===== config.mk =====
export PLATFORM = sky130hd
export DESIGN_NAME = flit_packet_rx
export DESIGN_NICKNAME = d
export VERILOG_FILES = /design/src/rtl/flit_packet_rx.sv
export SDC_FILE = /design/constraint.sdc
export NUM_CORES = 1
export LEC_CHECK = 0
export BUFFER_PORTS_ARGS = -buffer_cell sky130_fd_sc_hd__buf_2
export CORE_MARGIN = 5
export CORE_UTILIZATION = 34
export DETAILED_ROUTE_END_ITERATION = 16
export HOLD_SLACK_MARGIN = 0.08
export SYNTH_ARGS = -nofsm -noshare
export SYNTH_HDL_FRONTEND = slang
export SYNTH_SLANG_ARGS = --single-unit

===== constraint.sdc =====
create_clock -name clk -period 11.5 [get_ports clk]
set_input_delay 2.3 -clock clk [delete_from_list [all_inputs] [get_ports clk]]
set_output_delay 2.3 -clock clk [all_outputs]
set_load 0.005 [all_outputs]

===== src/rtl/flit_packet_rx.sv =====
// flit_packet_rx: receive end of the adder-characterization flit link.
// Optional pattern checker enabled by defining PATTERN_CHECK_EN.
module flit_packet_rx #(
    parameter int FLIT_W  = 20,
    parameter int PAYLOAD = 20,
    parameter int CNT_W   = 32
) (
    input  logic              clk,
    input  logic              rst_n,
    input  logic              flit_valid,
    input  logic [FLIT_W-1:0] flit_data,
    output logic              flit_ready,
    output logic              pkt_done,
    output logic              pkt_err,
    output logic [CNT_W-1:0]  pkt_count,
    output logic [CNT_W-1:0]  flit_count,
    output logic [CNT_W-1:0]  toggle_count,
    output logic [CNT_W-1:0]  idle_count
);

    localparam int IDX_W = (PAYLOAD > 1) ? $clog2(PAYLOAD) : 1;
    localparam int POP_W = $clog2(FLIT_W + 1);
    localparam int SUM_W = CNT_W + POP_W;
    localparam logic [IDX_W-1:0] LAST_IDX = IDX_W'(PAYLOAD - 1);
    localparam logic [CNT_W-1:0] CNT_MAX = '1;

    typedef enum logic [1:0] {
        S_IDLE,
        S_RECV,
        S_DONE
    } state_t;

    state_t            state;
    logic [IDX_W-1:0]  flit_idx;
    logic [FLIT_W-1:0] last_flit;
    logic              xfer;
    logic              last_beat;
    logic              err_next;
    logic [FLIT_W-1:0] flit_diff;
    logic [POP_W-1:0]  pop;
    logic [SUM_W-1:0]  tog_sum;

    // Ready is a pure decode of the state register, never of inputs.
    assign flit_ready = (state != S_DONE);
    assign xfer       = flit_valid && flit_ready;
    assign last_beat  = xfer && (flit_idx == LAST_IDX);
    assign flit_diff  = flit_data ^ last_flit;
    assign tog_sum    = SUM_W'(toggle_count) + SUM_W'(pop);

    // Count the bits that changed relative to the previous accepted flit.
    always_comb begin
        pop = '0;
        for (int i = 0; i < FLIT_W; i++) begin
            pop = pop + POP_W'(flit_diff[i]);
        end
    end

`ifdef PATTERN_CHECK_EN
    logic [2:0]        pat_idx;
    logic [FLIT_W-1:0] pat_exp;
    logic              err_flag;
    logic              flit_bad;

    // Expected word for the current position in the 5-word cycle.
    always_comb begin
        pat_exp = '0;
        unique case (pat_idx)
            3'd0:    pat_exp = FLIT_W'(20'hFFFF0);
            3'd1:    pat_exp = FLIT_W'(20'h000FF);
            3'd2:    pat_exp = FLIT_W'(20'hFF000);
            3'd3:    pat_exp = FLIT_W'(20'h0FFFF);
            default: pat_exp = FLIT_W'(20'h00000);
        endcase
    end

    assign flit_bad = (flit_data != pat_exp);
    // Last flit's mismatch must reach pkt_err on the same edge.
    assign err_next = err_flag | flit_bad;

    // Pattern position and sticky error, restarted for every packet.
    always_ff @(posedge clk or negedge rst_n) begin
        if (!rst_n) begin
            pat_idx  <= '0;
            err_flag <= 1'b0;
        end else if (state == S_DONE) begin
            pat_idx  <= '0;
            err_flag <= 1'b0;
        end else if (xfer) begin
            pat_idx  <= (pat_idx == 3'd4) ? 3'd0 : pat_idx + 3'd1;
            err_flag <= err_next;
        end
    end
`else
    assign err_next = 1'b0;
`endif

    // Packet FSM; done/err pulses are registered on entry to DONE.
    always_ff @(posedge clk or negedge rst_n) begin
        if (!rst_n) begin
            state    <= S_IDLE;
            flit_idx <= '0;
            pkt_done <= 1'b0;
            pkt_err  <= 1'b0;
        end else begin
            pkt_done <= 1'b0;
            pkt_err  <= 1'b0;
            unique case (state)
                S_IDLE, S_RECV: begin
                    if (last_beat) begin
                        state    <= S_DONE;
                        pkt_done <= 1'b1;
                        pkt_err  <= err_next;
                    end else if (xfer) begin
                        state    <= S_RECV;
                        flit_idx <= flit_idx + 1'b1;
                    end
                end
                S_DONE: begin
                    state    <= S_IDLE;
                    flit_idx <= '0;
                end
                default: begin
                    state    <= S_IDLE;
                    flit_idx <= '0;
                end
            endcase
        end
    end

    // Saturating activity statistics and the toggle reference flit.
    always_ff @(posedge clk or negedge rst_n) begin
        if (!rst_n) begin
            pkt_count    <= '0;
            flit_count   <= '0;
            toggle_count <= '0;
            idle_count   <= '0;
            last_flit    <= '0;
        end else begin
            if (last_beat && pkt_count != CNT_MAX) begin
                pkt_count <= pkt_count + 1'b1;
            end
            if (xfer) begin
                last_flit <= flit_data;
                if (flit_count != CNT_MAX) begin
                    flit_count <= flit_count + 1'b1;
                end
                if (tog_sum > SUM_W'(CNT_MAX)) begin
                    toggle_count <= CNT_MAX;
                end else begin
                    toggle_count <= tog_sum[CNT_W-1:0];
                end
            end
            if (state == S_IDLE && !flit_valid &&
                idle_count != CNT_MAX) begin
                idle_count <= idle_count + 1'b1;
            end
        end
    end

endmodule


==> summary.md, run 1 <==
Once detail routing completed, the nets flagged for antenna violations numbered 0. For the final database, setup skew stands at 0.0108 ns. For the max-slew headroom at the worst pin, the log shows 32.7%.

The region available for standard cell placement spans 0.0228 sq mm. Setup repair after global routing left no endpoint under its margin. Counting I/O delays and the setup requirement, the final critical path takes 7.36 ns. The per-instance average area after synthesis works out to 10.4 sq um. After detailed routing, the number of vias per cell comes to 4.87.

The die is 163 um tall. The worst setup path is captured at a flop. Setup violations remaining at the end of the flow were counted as 0. Total power after layout: 2.31 mW. The final layout contains 973 nets. The number of remaining DRC errors was 0. The worst path uses 64.0% of the clock period. Buffers inserted during clock tree synthesis total 17. The run gives 764 as the synthesized netlist cell count. The source of the worst hold timing path was flit_count[11]. Count of cells along the worst hold path: 1. For this block, the initial DRC count from the detailed router was 340. The min-delay analysis places its worst path in the category reg -> reg. The final max-slew violation count is 0, and the post-placement setup slack is 3.69 ns. The slack of the critical path was 4.14 ns. Global routing finished with a remaining overflow of 0. The routability congestion estimate from global placement is 0.820, and the routed wire length is 18.6 mm.

In this run, synthesis produced a sequential element count of 156. For the static power due to leakage, the log shows 4.79 nW. Global routing consumed, over all layers together, 14.4% of the routing resources.

STA classifies the critical path startpoint as an input port. The run gives 47 as the distinct cell type count after synthesis. The number of global-route vias before repair is 6,088. For the worst-skew pair, the clock arrives at the later sink with an insertion delay of 0.42 ns. The clock-pin slew reported for the worst setup and hold paths after clock tree synthesis is 0.07 ns.

The number of top-level design ports came out at 154. The number of enable flip-flop cells after synthesis was 0. In the final routed layout, each cell accounts on average for 14.9 um.

The number of setup buffers added after CTS is 0. For this configuration, the core starts out at a cell density of 34.8%. The detailed-route via count came out at 6,066. In the final layout, the share of cells above drive strength 1 is 21.6%. The flow ran to the end, and the final reports show no timing, DRC or antenna violations.

Gates resized during post-CTS repair numbered 0. For this run, the number of Yosys warnings is 0. Max-cap violations in this run came to 0.

Hold violation count in the final report: 0. The die covers 0.0265 sq mm. The initial antenna violation count is 1, and the maximum number of buffers from clock root to sink is 2. The run gives 7.66 ns as the data arrival at the endpoint of the critical path. The worst register-to-register path ends at toggle_count[23]. The cell sitting at the root of the clock tree is a clkbuf_16. TritonCTS built the clock tree. After routing, the total negative slack on setup checks comes to 0 ns. The post-synthesis to final-layout area growth is 22.1%, and the post-synth net total is 818. For this design, the sink count on the clock tree is 156.

After legalization and detailed placement, the total HPWL measured 13.4 mm. At the end of the flow the core is filled with cells to 42.5%. The horizontal extent of the die came out at 163 um. Peak supply drop: 209 uV. The run gives 97 as the largest net degree at the start of global routing.

The worst setup path category is in -> reg. Netlist area before placement: 0.00793 sq mm. Worst reg2reg path startpoint: last_flit[0]. Of all flip-flops after synthesis, the portion carrying an async set or reset was 100%.

Data required time of the worst path: 11.80 ns. The achievable frequency came out at 0.136 GHz. For hold timing, the worst endpoint is flit_count[11]. The maximum net fanout on the critical path was 13; the total power density per cell area was 238 mW/mm^2.

Primary flip-flop cell chosen by synthesis mapping: dfrtp_1. Input and output buffers added on the ports amount to 152. The first-pass GRT wire length is 31.3 mm, and the number of cells on the worst reg-to-reg path is 16.

In this run, post-CTS hold repair placed 0 buffers. Worst-margin pin slew: 1.01 ns. For this run, the register share of the synthesized area comes to 49.2%. The H-tree was split into 4 levels. The pre-antenna-repair detailed-routing pass consisted of 5 iterations.

The setup slack on the worst flop-to-flop path was 5.72 ns; the number of placement rows was 55.
[sequential cells by signal, indices dropped and copies added, names as in the netlist]
register,flops
flit_count,32
idle_count,32
pkt_count,32
toggle_count,32
last_flit,20
flit_idx,5
state,2
pkt_done,1
[how the worst max path moves through the flow]
stage	start	to	slack, ns	cells past startpoint
after detailed placement	flit_data[6]	toggle_count[23]	3.69	17
final	flit_data[0]	toggle_count[23]	4.14	17
after global routing	flit_data[0]	toggle_count[23]	3.87	17
after global placement	flit_data[0]	toggle_count[23]	3.68	17
after floorplan	flit_data[0]	toggle_count[24]	4.45	16
after CTS	flit_data[6]	toggle_count[23]	4.12	17
[synthesized netlist by cell type (5+ instances only)]
master / count / area [sq um]
xor2_1: 44 / 385
buf_2: 7 / 35.0
o31ai_1: 5 / 37.5
nand3_1: 43 / 215
xnor2_1: 79 / 692
nor2_1: 40 / 150
and2_1: 5 / 31.3
a31oi_1: 5 / 31.3
inv_1: 20 / 75.1
o22a_1: 7 / 61.3
nand2_1: 119 / 447
and3_1: 35 / 219
nor3_1: 19 / 95.1
a21oi_1: 16 / 80.1
clkbuf_1: 8 / 30.0
and4_1: 16 / 140
nand4_1: 44 / 275
ha_1: 16 / 200
o21ai_0: 13 / 65.1
fa_1: 15 / 300
dfrtp_1: 156 / 3900
mux2_2: 7 / 78.8
[final cells by class]
type | count | area (sq um)
multi-input combinational | 569 | 3860
sequential | 156 | 3900
tap | 313 | 392
fill | 2184 | 13100
clock inverter | 15 | 229
inverter | 20 | 75.1
clock buffer | 17 | 425
antenna | 1 | 2.50
timing repair buffer | 155 | 790
[per-stage QoR]
| step | cell area [sq um] | std cells | hold WS, ns |
|---|---|---|---|
| floorplan | 7930 | 764 | 0.466 |
| global route | 9680 | 1246 | 0.502 |
| detailed placement | 9020 | 1213 | 0.478 |
| global placement | 9020 | 1213 | 0.469 |
| finish | 9680 | 1246 | 0.491 |
| CTS | 9680 | 1245 | 0.493 |
[cell usage in the layout, fill, tap and decap left out, types with 2 or more instances in the layout]
cell         n
mux2_2       7
nand4_1     44
nor2b_1      4
a41oi_1      4
nand2b_1     3
nor3_1      19
nand2_1    119
o22a_1       7
inv_1       20
a211oi_1     2
a31oi_1      5
a21o_1       2
clkbuf_16   17
o21ai_0     13
and4_1      16
clkinv_4     4
and3_1      35
nor4_1       3
nand3_1     43
and2_1       5
inv_8        2
buf_2      151
fa_1        15
o31ai_1      5
inv_6        4
buf_4        3
o21a_1       3
ha_1        16
dfrtp_1    156
xnor2_1     79
a21oi_1     16
nor3b_1      2
or3_1        4
nor2_1      40
xor2_1      44
bufinv_16    4
[routing by layer]
layer	vias up	routed length, um	GRT usage, %
met5	-	0	0
met1	2963	8870	20.1
met2	126	8540	22.0
met3	9	1050	4.00
met4	0	142	4.19
li1	2968	-	-
[power by group]
part	leakage (nW)	switching [mW]	total (mW)	internal, mW
registers	2.07	0.0639	0.677	0.613
clock network	0.320	0.253	0.626	0.373
logic	2.40	0.544	1.01	0.462
[cells by family (layout without fill, tap and decap cells)]
family | count (synthesis) | after routing | share of synthesized area (%)
other cells | 1 | 2 | 0.0473
flops | 156 | 156 | 49.2
mux | 8 | 8 | 1.12
fa+ha+maj | 31 | 31 | 6.31
simple gates | 344 | 344 | 22.2
buf+inv | 39 | 207 | 2.05
compound gates | 62 | 62 | 5.49
xor+xnor | 123 | 123 | 13.6
[critical path, cell delays in order]
cell	delay, ns
buf_2	0.09
xor2_1	0.21
fa_1	0.49
fa_1	0.53
fa_1	0.56
inv_1	0.06
fa_1	0.52
fa_1	0.58
fa_1	0.19
inv_1	0.05
fa_1	0.41
a211oi_1	0.25
o21ai_0	0.14
o211ai_1	0.35
nand2b_1	0.56
nand2_1	0.10
mux2_2	0.27
Power figures use the tool's default switching activity.
==> run 2, diff against run 1 <==
ABC_AREA = 1   (was not set)
clock period = 6.55 ns   (was 11.5 ns; I/O delays follow)
==> summary.md, run 2 <==
Entering global routing, the biggest net connects 65 pins. After synthesis, the largest family of logic cells by area is simple AND/OR/NAND/NOR gates. In this run the count of I/O pins placed on the die edge is 154. The switching part of the total came out at 37.8%. Setup repair after global routing left no endpoint under its margin.

The flop and latch count out of synthesis is 156, and the hold violation count in the final report is 0. The area growth from synthesis to layout is 17.0%. The post-placement setup slack is 0.126 ns. The signal on the critical path passes through buf_2 > xor2_1 > fa_1 > fa_1 > fa_1 > inv_1 > fa_1 > fa_1 > fa_1 > inv_1 > fa_1 > nand2_1 > nand2_1 > nand3_1 > nand2_2 > nand3_1 > nor2_1 > nand3_1 > nand3_1. The repair_antennas step left the layout with diodes totalling 0. The post-route netlist has 14.0% of its cells at a drive strength greater than 1. In this run, the number of DRC markers left after iteration 0 of detailed routing was 573.

Combinational logic is responsible for 39.7% of the overall power. Once the floorplan was initialized, standard cells occupied 34.3% of the core. The primary flip-flop cell chosen by synthesis mapping was dfrtp_1.

Clock-pin slew reported for the worst setup and hold paths after clock tree synthesis: 0.07 ns. The run gives 4 as the H-tree depth reported by CTS. Number of buffers inserted to repair setup after CTS: 0. In this run, flip-flops and latches consume 31.1% of the power. Initial antenna violation count: 1. The tools report the number of CTS-inserted buffers as 17.

For the core occupancy in the finished layout, the log shows 40.1%. By startpoint and endpoint, the worst setup path is classified as in -> reg. After synthesis, the share of flip-flops with an asynchronous set or reset is 100%. The die area was 0.0333 sq mm; the horizontal extent of the die was 183 um. The total overflow left after global routing is 0.

The run gives 31.8% as the max-slew headroom at the worst pin. The detailed router placed 9,387 vias in this run. Buffers inserted to repair hold after CTS numbered 0. The synthesized netlist devotes 39.3% of its cell area to simple gates. For the pin with the worst max-slew slack, the measured transition is 1.02 ns. Of the synthesized area, sequential elements account for 38.6%. The internal power of the cells totals 2.38 mW. Final routed wire length divided by cell count: 14.0 um. The final max-slew violation count came out at 0.

The synthesized design contains 0 enable-type register cells. By instance count, the cell type seen most on the critical path is fa_1. Data on the critical path is required at its endpoint by 6.89 ns. STA classifies the critical path startpoint as an input port. Summed over all nets, the switching power comes to 1.45 mW.

The highest-delay cell along the critical path is fa_1. TritonCTS built the clock tree. The synthesized netlist cell count is 1,426, and the maximum number of buffers from clock root to sink is 2.

Distinct cell type count after synthesis: 40. For the final routed database, the setup TNS stands at 0 ns. The initialized floorplan defines 63 standard-cell rows. The first-pass iteration count of the detailed router came out at 5.

In this run the clock root is driven by a clkbuf_16. By instance count, the leading cell after synthesis is nand2_1. The flow ran to the end, and the final reports show no timing, DRC or antenna violations. The routability congestion estimate from global placement was 0.923; the post-synth net total was 1,480.

On the worst path, the slowest cell contributes a delay of 0.54 ns. The total power density per cell area was 323 mW/mm^2. The count of nets left with antenna violations once routing finished came out at 0.

The data arrival at the endpoint of the critical path is 6.26 ns. The floorplan step defined a core boundary enclosing 0.0296 sq mm. In the layout the commonest cells are 598 x nand2_1, 156 x dfrtp_1, 151 x buf_2.

The commonest cells after synthesis are 598 x nand2_1, 156 x dfrtp_1, 129 x nor2_1. The tools report the net total in the final layout as 1,624. The worst hold path belongs to the class reg -> reg. The tools report the total power after layout as 3.83 mW.

The first global-routing pass estimated 45.8 mm of wire. Sorting the synthesized cells by area gives the leading types as dfrtp_1 39%, nand2_1 22%, nor2_1 4.8%. The number of fill cells in the layout is 3,103, and the achievable frequency is 0.169 GHz. During placement, the flow inserted port buffers numbering 152. After detailed routing, the number of remaining DRC violations is 0.

IR analysis of the VDD net gives a maximum drop of 386 uV. For the max-capacitance violation count, the log shows 0. The clock skew after layout is 0.0125 ns.

The count of warnings emitted by yosys is 0. In this design, the largest share of critical-path delay is due to adder cells. The static power due to leakage is 5.99 nW, and the time the final worst path needs with I/O delays and setup is 5.92 ns.

dfrtp_1 takes more of the synthesized area than any other cell. Of the available clock period, the critical path in the final layout requires 90.4%. Leaving out fill and tap cells, the most frequent cell in the layout is nand2_1. Summing the areas of all fa, ha and maj instances in the mapped netlist gives 4.94% of the synthesized area. The count of cells resized by post-cts repair was 0; the routed wire length was 27.6 mm. After detailed routing, the number of vias per cell comes to 4.76. The tools report the final setup violation count as 0. The overall track demand over capacity in global routing came out at 16.7%. Once routing completed, OpenROAD measured the worst setup slack at 0.631 ns. STA classifies the critical path endpoint as a flop. Of the total synthesized cell area, the portion taken by XOR and XNOR cells is 7.27%. The maximum net fanout on the critical path works out to 11.

After synthesis, the largest area contributor takes up 38.6% of total cell area. For the number of clock sinks, the log shows 156. The buffer and inverter count on the worst path is 3.

The per-instance average area after synthesis was 7.10 sq um; the y dimension of the die was 183 um. The clock insertion delay at the later pin of the skew report is 0.43 ns. Number of global-route vias before repair: 9,109. The clock network accounts for 29.2% of the total power. After synthesis, the share of cell area in mux cells is 0.0989%.

In this run the cell area of the synthesized design comes to 0.0101 sq mm. The synthesized-area fraction occupied by ao, oa, aoi and oai cells was 2.69%; the sum of net half-perimeters after detailed placement was 20.5 mm.
## run 2: changes by cell type in the layout (fill, tap and decap cells not counted), moves of 11 or more
cell,delta
nor2_1,+89
o21ai_0,+18
nor3_1,+33
xnor2_1,-47
nand3_1,+45
and3_1,-34
nand2_1,+479
nand4_1,-19
a21oi_1,-11
nand3b_1,+21
inv_1,+105
and4_1,-16
## run 2: path summary, 6_finish.rpt
check | start | end | slack [ns] | cells past startpoint
max in group asynchronous | rst_n | idle_count[10] | 4.50 | 2
hold / removal | last_flit[18] | last_flit[18] | 0.50 | 2
hold reg to reg | last_flit[18] | last_flit[18] | 0.50 | 2
setup / recovery | flit_data[0] | toggle_count[17] | 0.63 | 19
min in group asynchronous | rst_n | toggle_count[13] | 0.82 | 1
setup reg to reg | last_flit[0] | toggle_count[17] | 1.19 | 18
## run 2: through the flow
| step | area, sq um | hold slack (ns) | instances |
|---|---|---|---|
| floorplan | 10100 | 0.468 | 1426 |
| global placement | 11200 | 0.484 | 1941 |
| detailed placement | 11200 | 0.485 | 1941 |
| CTS | 11800 | 0.505 | 1973 |
| global route | 11800 | 0.518 | 1973 |
| finish | 11800 | 0.501 | 1973 |
## run 2: final cells by class
type	count	area, sq um	share of cell area [%]
Multi-Input combinational cell	1108	5500	46.5
Sequential cell	156	3900	33.0
Timing Repair Buffer	156	797	6.73
Inverter	131	492	4.15
Tap cell	390	488	4.12
Clock buffer	21	480	4.06
Clock inverter	11	180	1.52
## run 2: worst reg2reg max path: stages, from the launching register on
cell and delay (ns):
dfrtp_1 0.40, xor2_1 0.21, fa_1 0.48, fa_1 0.52, fa_1 0.54, inv_1 0.05
fa_1 0.50, fa_1 0.52, fa_1 0.42, inv_1 0.09, fa_1 0.18, nand2_1 0.08
nand2_1 0.09, nand3_1 0.08, nand2_2 0.15, nand3_1 0.16, nor2_1 0.19, nand3_1 0.38
nand3_1 0.25
## run 2: cells by family (layout without fill, tap and decap cells)
group                      count (synthesis)  after routing
adders and majority gates                 31             31
xor gates and xnor gates                  84             84
other                                      1              1
muxes                                      1              1
buffers and inverters                    162            319
DFF                                      156            156
and+or+nand+nor                          941            941
AOI/OAI and AO/OA                         50             50
## run 2: power by group through the flow
stage          Combinational [mW]  Sequential, mW  Clock, mW
4_1_cts                      1.55            1.19       1.15
5_1_grt                      1.80            1.21       1.19
6_report                     1.52            1.19       1.12
3_3_place_gp                 1.53            1.21          0
2_1_floorplan                1.20            1.19          0
3_5_place_dp                 1.54            1.21          0
## run 2: layer usage
metal | global-route usage [%] | vias to the layer above | part of all wire [%]
li1 | - | 4748 | -
met1 | 22.2 | 4359 | 46
met2 | 27.2 | 248 | 46
met3 | 3.47 | 30 | 6.1
met4 | 5.34 | 2 | 1.4
met5 | 0 | - | 0.040
==> run 3, diff against run 2 <==
CTS_BUF_LIST = sky130_fd_sc_hd__clkbuf_4 sky130_fd_sc_hd__clkbuf_8   (was not set)
==> summary.md, run 3 (synthesized netlist as in run 2, its figures left out) <==
The post-synthesis to final-layout area growth came out at 15.1%. Measured on the finished design, the core utilization comes to 39.4%. Hold timing on the final database bottoms out at a slack of 0.507 ns. The largest net degree at the start of global routing is 65, and the data arrival at the endpoint of the critical path is 6.25 ns. Of the cells placed in the final design, the portion with a size suffix greater than 1 is 14.0%.

The hold violation count in the final report was 0; the time the final worst path needs with I/O delays and setup was 5.87 ns. The clock arrives with 0.0197 ns of skew. The routability congestion estimate from global placement is 0.923, and the total power after layout is 3.58 mW. In this run the remaining antenna-violating nets after routing total 0. The y dimension of the die was 183 um; the maximum number of buffers from clock root to sink was 2.

Sort of element at the end of the critical path: a flop. After detailed routing, the number of remaining DRC violations is 0. The tools report the type of element launching the critical path as an input port. Including well taps, the total number of placed cells is 1,941.

The logs give 34.3% for the initial standard-cell utilization of the core and 6 for the first-pass iteration count of the detailed router. Once layout is complete, the cells apart from fillers number 1,973. In the global route stage, overall resource usage came out at 16.6%. Across the run, the number of max-cap violations was 0. The finished cells cover 0.0117 sq mm. Setup slack closes at 0.685 ns. The run gives 0.48 ns as the clock insertion delay at the later pin of the skew report. After legalization and detailed placement, the total HPWL measured 20.5 mm. The detailed router placed 9,427 vias in this run.

Clock-pin slew was measured on the worst setup and hold paths at 0.10 ns. The tools report the initial antenna violation count as 1. CTS placed an instance of clkbuf_8 at the clock tree root. The count of cells along the worst hold path is 2, and the number of clock sinks is 156. The antenna diode instance count was 0; the net total in the final layout was 1,624.

Using the TritonRoute via totals, the vias-per-cell ratio works out to 4.78. The post-route fraction of the period consumed by the critical path was 89.5%. The top cell types in the final layout, fill and taps aside, are 598 x nand2_1, 156 x dfrtp_1, 151 x buf_2.

The worst setup path category was in -> reg. The die covers 0.0333 sq mm. The run finished with clean final reports.

The logs give 0.126 ns for the post-placement setup slack and 154 for the number of top-level design ports. The number of global-route vias before repair came out at 9,074. The remaining global-route overflow is 0, and the data required time of the worst path is 6.94 ns. Summed over all cells, the static leakage comes to 5.90 nW. VDD sags by at most 386 uV.

Setup violations remaining at the end of the flow were counted as 0. The total power density per cell area works out to 307 mW/mm^2. TritonCTS created 17 clock buffers. Summed over all failing endpoints, the final setup total negative slack is 0 ns. From left edge to right edge, the die measures 183 um. Dividing the detail-routed wire length by the instance count gives 13.9 um.

Achievable frequency: 0.170 GHz. In this run the worst path has a maximum fanout of 11. The H-tree depth reported by CTS was 4. After clock tree synthesis, the flow added hold-fix buffers numbering 0. The tools report the count of routing violations after the opening detailed-route iteration as 536. After detailed placement, the total cell area comes to 0.0112 sq mm. Most common library cell in the layout ignoring fill and taps: nand2_1.

The area of the core is 0.0296 sq mm, and the worst-margin pin slew is 1.04 ns. Number of cells on the worst reg-to-reg path: 18. The final max-slew violation count was 0. Measured against its own limit, the worst slew margin works out to 30.4%.

The tools report the routed wire length as 27.5 mm. The run gives 45.6 mm as the first-pass GRT wire length. After clock tree synthesis, the setup repair step added 0 buffers. TritonCTS built the clock tree. Setup repair after global routing left no endpoint under its margin. The count of buffers added on input and output ports is 152.

The tightest min-delay check is of the reg -> reg type. For the number of placement rows, the log shows 63. The run gives 0 as the count of cells resized by post-cts repair.
-- run 3: changes by cell type in the layout (fill, tap and decap cells not counted) --
cell and delta:
clkbuf_16 -17, clkbuf_8 +17
-- run 3: where the power goes --
part,total (mW),switching (mW),internal [mW]
sequential,1.19,0.119,1.07
combinational,1.52,0.898,0.626
clock,0.867,0.405,0.462
-- run 3: worst max-delay path, stage by stage --
cell	delay, ns
buf_2	0.09
xor2_1	0.19
fa_1	0.48
fa_1	0.52
fa_1	0.54
inv_1	0.05
fa_1	0.50
fa_1	0.52
fa_1	0.42
inv_1	0.09
fa_1	0.18
nand2_1	0.08
nand2_1	0.09
nand3_1	0.08
nand2_2	0.15
nand3_1	0.16
nor2_1	0.19
nand3_1	0.37
nand3_1	0.24
-- run 3: routing by layer --
metal  track usage (%)  vias up  share of wire [%]
met5                 0        -              0.040
met2              27.1      241                 46
met1              22.0     4402                 47
met4              4.44        2                1.2
met3              3.95       32                6.2
li1                  -     4750                  -
-- run 3: final timing paths --
check                                   end  slack [ns]     startpoint
min reg2reg                   last_flit[18]        0.51  last_flit[18]
min in group asynchronous  toggle_count[13]        0.77          rst_n
max reg2reg                toggle_count[17]        1.20   last_flit[0]
min                           last_flit[18]        0.51  last_flit[18]
max in group asynchronous    idle_count[23]        4.55          rst_n
max                        toggle_count[17]        0.68   flit_data[0]
-- run 3: layout make-up --
type	count	area, sq um
flip-flops and latches	156	3900
multi-input cells	1108	5500
clock inverters	11	180
well taps	390	488
fillers	3112	17900
clock buffers	21	289
inverters	131	492
repair buffers	156	797
